===== src/rtl/ps2_mouse_pkg.sv =====
// Shared types and constants for the PS/2 mouse position display.
// State enum, status-byte bit indices and the active-low hex segment table.
package ps2_mouse_pkg;

    typedef enum logic [1:0] {
        IDLE = 2'd0,
        CALC = 2'd1,
        ENC  = 2'd2
    } state_t;

    // Bit positions inside the PS/2 status byte
    localparam int B0_L     = 0;
    localparam int B0_R     = 1;
    localparam int B0_M     = 2;
    localparam int B0_ONE   = 3;
    localparam int B0_XSIGN = 4;
    localparam int B0_YSIGN = 5;
    localparam int B0_XOVF  = 6;
    localparam int B0_YOVF  = 7;

    localparam logic [6:0] SEG_BLANK = 7'b1111111;

    // Active-low, bit 0 = a ... bit 6 = g; entry 15 first
    localparam logic [15:0][6:0] SEG_HEX = {
        7'b0001110, // F
        7'b0000110, // E
        7'b0100001, // d
        7'b1000110, // C
        7'b0000011, // b
        7'b0001000, // A
        7'b0010000, // 9
        7'b0000000, // 8
        7'b1111000, // 7
        7'b0000010, // 6
        7'b0010010, // 5
        7'b0011001, // 4
        7'b0110000, // 3
        7'b0100100, // 2
        7'b1111001, // 1
        7'b1000000  // 0
    };

    function automatic logic [6:0] hex_seg(input logic [3:0] nib);
        return SEG_HEX[nib];
    endfunction

endpackage


===== src/rtl/ps2_mouse_pos_display_hex_to_sevseg.sv =====
// Combinational 4-bit to 7-bit active-low seven-segment decoder.
// Ports: nib (hex digit in), seg (segment pattern out, bit 0 = a).
import ps2_mouse_pkg::*;

module hex_to_sevseg (
    input  logic [3:0] nib,
    output logic [6:0] seg
);

    assign seg = hex_seg(nib);

endmodule


===== src/rtl/ps2_mouse_pos_display.sv =====
// Accumulates PS/2 mouse packets into a clamped X/Y position shown as "XXYY".
// Ports: clk, rst (sync, high), pkt_valid/pkt_ready/pkt_byte0..2 packet in,
//        sevseg_1..4 active-low digits (Y lo, Y hi, X lo, X hi), held.
import ps2_mouse_pkg::*;

module ps2_mouse_pos_display #(
    parameter int POS_MAX   = 255,
    parameter int DIV_SHIFT = 0
) (
    input  logic       clk,
    input  logic       rst,
    input  logic       pkt_valid,
    output logic       pkt_ready,
    input  logic [7:0] pkt_byte0,
    input  logic [7:0] pkt_byte1,
    input  logic [7:0] pkt_byte2,
    output logic [6:0] sevseg_1,
    output logic [6:0] sevseg_2,
    output logic [6:0] sevseg_3,
    output logic [6:0] sevseg_4,
    output logic       held
);

    localparam logic [7:0]        CENTRE = 8'((POS_MAX + 1) / 2);
    localparam logic signed [10:0] MAX_S = 11'(POS_MAX);

    state_t     state;
    state_t     state_n;
    logic       accept;
    logic [7:0] b0;
    logic [7:0] b1;
    logic [7:0] b2;
    logic [7:0] x;
    logic [7:0] y;
    logic       prev_r;
    logic       held_n;
    logic [6:0] dec_1;
    logic [6:0] dec_2;
    logic [6:0] dec_3;
    logic [6:0] dec_4;
    logic       unused_b0;

    // The constant-one and middle-button bits carry no meaning here
    assign unused_b0 = ^b0[B0_ONE:B0_M];

    // Floor-shift the signed 9-bit delta, then add and clamp in 11 bits
    function automatic logic [7:0] step(
        input logic [7:0] pos,
        input logic       sgn,
        input logic [7:0] mag,
        input logic       ovf
    );
        logic signed [8:0]  d;
        logic signed [10:0] s;
        d = $signed({sgn, mag}) >>> DIV_SHIFT;
        if (ovf) begin
            d = '0;
        end
        s = $signed({3'b000, pos}) + $signed({{2{d[8]}}, d});
        if (s[10]) begin
            return 8'd0;
        end else if (s > MAX_S) begin
            return 8'(POS_MAX);
        end
        return s[7:0];
    endfunction

    always_ff @(posedge clk) begin
        if (rst) begin
            state <= IDLE;
        end else begin
            state <= state_n;
        end
    end

    always_comb begin
        state_n   = state;
        pkt_ready = 1'b0;
        accept    = 1'b0;
        unique case (state)
            IDLE: begin
                pkt_ready = 1'b1;
                if (pkt_valid) begin
                    accept  = 1'b1;
                    state_n = CALC;
                end
            end
            CALC:    state_n = ENC;
            ENC:     state_n = IDLE;
            default: state_n = IDLE;
        endcase
    end

    // A right-button rising edge flips hold before motion is considered
    assign held_n = held ^ (b0[B0_R] & ~prev_r);

    always_ff @(posedge clk) begin
        if (rst) begin
            b0       <= '0;
            b1       <= '0;
            b2       <= '0;
            x        <= CENTRE;
            y        <= CENTRE;
            held     <= 1'b0;
            prev_r   <= 1'b0;
            sevseg_1 <= hex_seg(CENTRE[3:0]);
            sevseg_2 <= hex_seg(CENTRE[7:4]);
            sevseg_3 <= hex_seg(CENTRE[3:0]);
            sevseg_4 <= hex_seg(CENTRE[7:4]);
        end else begin
            if (accept) begin
                b0 <= pkt_byte0;
                b1 <= pkt_byte1;
                b2 <= pkt_byte2;
            end
            if (state == CALC) begin
                prev_r <= b0[B0_R];
                held   <= held_n;
                if (held_n) begin
                    x <= x;
                    y <= y;
                end else if (b0[B0_L]) begin
                    x <= CENTRE;
                    y <= CENTRE;
                end else begin
                    x <= step(x, b0[B0_XSIGN], b1, b0[B0_XOVF]);
                    y <= step(y, b0[B0_YSIGN], b2, b0[B0_YOVF]);
                end
            end
            if (state == ENC) begin
                sevseg_1 <= dec_1;
                sevseg_2 <= dec_2;
                sevseg_3 <= dec_3;
                sevseg_4 <= dec_4;
            end
        end
    end

    hex_to_sevseg u_y_lo (.nib(y[3:0]), .seg(dec_1));
    hex_to_sevseg u_y_hi (.nib(y[7:4]), .seg(dec_2));
    hex_to_sevseg u_x_lo (.nib(x[3:0]), .seg(dec_3));
    hex_to_sevseg u_x_hi (.nib(x[7:4]), .seg(dec_4));

endmodule

===== config.mk =====
export PLATFORM = sky130hd
export DESIGN_NAME = ps2_mouse_pos_display
export DESIGN_NICKNAME = d
export VERILOG_FILES = /design/src/rtl/ps2_mouse_pkg.sv /design/src/rtl/ps2_mouse_pos_display_hex_to_sevseg.sv /design/src/rtl/ps2_mouse_pos_display.sv
export SDC_FILE = /design/constraint.sdc
export NUM_CORES = 1
export LEC_CHECK = 0
export BUFFER_PORTS_ARGS = -buffer_cell sky130_fd_sc_hd__clkbuf_2
export CORE_MARGIN = 1.5
export CORE_UTILIZATION = 53
export CTS_BUF_LIST = sky130_fd_sc_hd__clkbuf_16
export DETAILED_ROUTE_END_ITERATION = 6
export HOLD_SLACK_MARGIN = 0.12
export PLACE_DENSITY = 0.78
export RECOVER_POWER = 100
export SLEW_MARGIN = 10
export SYNTH_ARGS = -nofsm -noshare
export SYNTH_HDL_FRONTEND = slang
export SYNTH_SLANG_ARGS = --single-unit

===== constraint.sdc =====
create_clock -name clk -period 3.9 [get_ports clk]
set_input_delay 0.39 -clock clk [delete_from_list [all_inputs] [get_ports clk]]
set_output_delay 0.39 -clock clk [all_outputs]
set_load 0.01 [all_outputs]

==> results.yml <==
status:
  status: "finished with violations"
  violations: "capacitance limit, slew limit"
logic_synthesis:
  synthCells: 497
  synth_area_leaders: "dfxtp_1 (33%), ha_1 (12%), nand2_1 (5.4%)"
  ys.flop_type: "dfxtp_1"
  yosysTopAreaCellShare_pct: 33.3
  synth_cell_type_count: 48
  yosysWarnings: 0
  syn_nets: 566
  synth_edf_count: 0
  synth_top_area_cell: "dfxtp_1"
  synth_seq_cells: 70
  async_flop_share_pct: 0
  netlist_area_sq_um: 4210
  ys_seq_area_share_pct: 33.3
  syn_area_per_cell_sq_um: 8.47
clock_tree:
  cts_tree: "yes"
  ctsHoldBuffers: 0
  numCtsBuffers: 9
  cts_resized: 0
  clkTransAtPathRegs_ns: 0.05
  clock_latency_ns: 0.32
  cts_setup_buffers: 0
  cts_buffer_depth: 2
  clockRootBuffer: "clkbuf_16"
  htree_levels: 3
  cts.sinks: 70
place:
  place_inst: 629
  io_buffers: 54
  gp_congestion: 0.851
  dp_hpwl_um: 6230
  dpl_cell_area_sq_um: 4520
critical_path:
  crit_type: "in2reg"
  critPathMaxStageDelay_ns: 1.66
  crit_buf_inv: 1
  start_kind: "primary input"
  critPathTopFamily: "buffers and inverters"
  required_ns: 4.10
  crit_chain: "clkbuf_1 > a21oi_1 > a22oi_1 > a31oi_1"
  worstPathMaxFanout: 55
  cp-end-kind: "flip-flop"
  worstPathArrival_ns: 3.06
  cpMaxStageDelayCell: "clkbuf_1"
layout:
  finish.instance_area_sq_um: 4730
  final_common_cell: "dfxtp_1"
  areaGrowthSynthToFinish_pct: 12.3
  fin_util_pct: 61.2
  fin_cells: 642
  num_antenna_cells: 0
  final_cell_mix: "dfxtp_1 (70), nand2_1 (61), nor2_1 (59)"
  drive_gt1_share_pct: 11.7
  nets: 607
global_routing:
  grt_max_degree: 56
  antenna_found_initial: 0
  grt_overflow_total: 0
  grt_use_total_pct: 20.6
  grt_pass1_vias: 3156
  grt_pass1_wl_um: 14200
timing:
  drv_slew: 56
  worst_pin_slew_ns: 2.38
  finClkSkew_ns: 0.00544
  period_share_pct: 73.3
  timing.fmax_mhz: 350
  rsz0062_at_grt: "no"
  layout_min_cycle_time_ns: 2.86
  hold_violations: 0
  hold_slack_ns: 0.285
  slew_headroom_pct: -58.8
  tns_ns: 0
  setup_viol: 0
floorplanning:
  die_y_um: 92.1
  dieArea_sq_um: 8490
  io_pins: 57
  rows: 32
  die_w_um: 92.1
  start_util_pct: 54.5
  core_sq_um: 7730
drt:
  vias_per_cell: 5.47
  wl_per_cell_um: 13.3
  drtIter0Drc: 121
  vias: 3514
  firstDrtPassIters: 4
  drt-total-wl_um: 8530
  antenna_left: 0
  drc: 0
job:
  maxCapViolCount: 1
power_and_ir_drop:
  power.density_nw_per_um2: 369
  leakage_nw: 2.00
  peakVddDrop_v: 0.000219
hold_path:
  hold_class: "in2reg"
through the flow:
| stage | worst slack [ns] | power [W] |
|---|---|---|
| 3_3_place_gp | 1.48 | 0.00106 |
| 4_1_cts | 1.39 | 0.00176 |
| 2_1_floorplan | 1.65 | 0.00100 |
| 6_report | 1.04 | 0.00174 |
| 5_1_grt | 0.837 | 0.00183 |
| 3_5_place_dp | 1.40 | 0.00107 |
cell usage after synthesis, types with 2 or more instances:
master,number
a211o_1,2
a211oi_1,16
a21o_1,7
a21oi_1,38
a221oi_1,6
a22oi_1,3
a311o_1,2
a31oi_1,2
a32oi_1,4
and2b_2,8
clkbuf_1,23
dfxtp_1,70
fa_1,2
ha_1,40
inv_1,12
mux2_1,2
mux2_2,6
mux2i_1,13
mux4_2,4
nand2_1,61
nand2b_1,6
nor2_1,59
nor2b_1,15
nor3_1,29
o211ai_1,14
o21ai_0,5
o21ai_1,8
o22ai_1,10
xnor2_1,5
xor2_1,7
per-layer routing:
metal	vias up	GRT usage, %	wire, um
met1	1573	28.3	4370
met5	-	0	0
met4	0	6.92	41
met2	90	32.0	3670
met3	2	4.31	444
li1	1849	-	-
state kept, by name (all words and copies together) (netlist names):
register,flops
sevseg_1,7
y,8
sevseg_2,7
held,1
x,8
sevseg_3,7
sevseg_4,7
b0,6
prev_r,1
state,2
b2,8
b1,8
power breakdown:
| group | switching (W) | leakage [nW] | internal, W |
|---|---|---|---|
| Combinational | 0.000148 | 1.30 | 0.000113 |
| Sequential | 0.0000391 | 0.571 | 0.000753 |
| Clock | 0.000279 | 0.122 | 0.000412 |
final cells by class:
cell class / count / area (sq um)
clock buffer: 9 / 225
clock inverter: 4 / 17.5
fill: 717 / 3000
multi-input combinational: 390 / 2670
sequential: 70 / 1400
timing repair buffer: 55 / 239
inverter: 12 / 45.0
tap: 102 / 128
kinds of logic after synthesis:
kind of cell	Yosys count	synth area share [%]
adder cells (fa/ha/maj)	42	12.8
multiplexers	26	7.90
flip-flops	70	33.3
buffers and inverters	37	3.33
XOR/XNOR	12	2.50
AO/OA/AOI/OAI	122	19.3
AND/OR/NAND/NOR	188	20.9
worst reg2reg max path, cell delays in order (launching register included):
cell and delay, ns:
dfxtp_1 0.47, nor2b_1 0.11, ha_1 0.24, fa_1 0.44
a211oi_1 0.38, o211ai_1 0.17, a2bb2oi_2 0.35, a21oi_1 0.09
a21oi_1 0.18
path summary, 6_finish.rpt:
| check | start | slack, ns | end | depth (start not counted) |
|---|---|---|---|---|
| max | rst | 1.04 | x[6]$_SDFFE_PP0P_ | 4 |
| min | pkt_byte1[0] | 0.29 | b1[0]$_SDFFE_PP0P_ | 3 |
| max reg2reg | b0[7]$_SDFFE_PP0P_ | 1.39 | y[7]$_SDFFE_PP1P_ | 8 |
| min reg2reg | b2[5]$_SDFFE_PP0P_ | 0.45 | b2[5]$_SDFFE_PP0P_ | 2 |
Power figures use the tool's default switching activity.
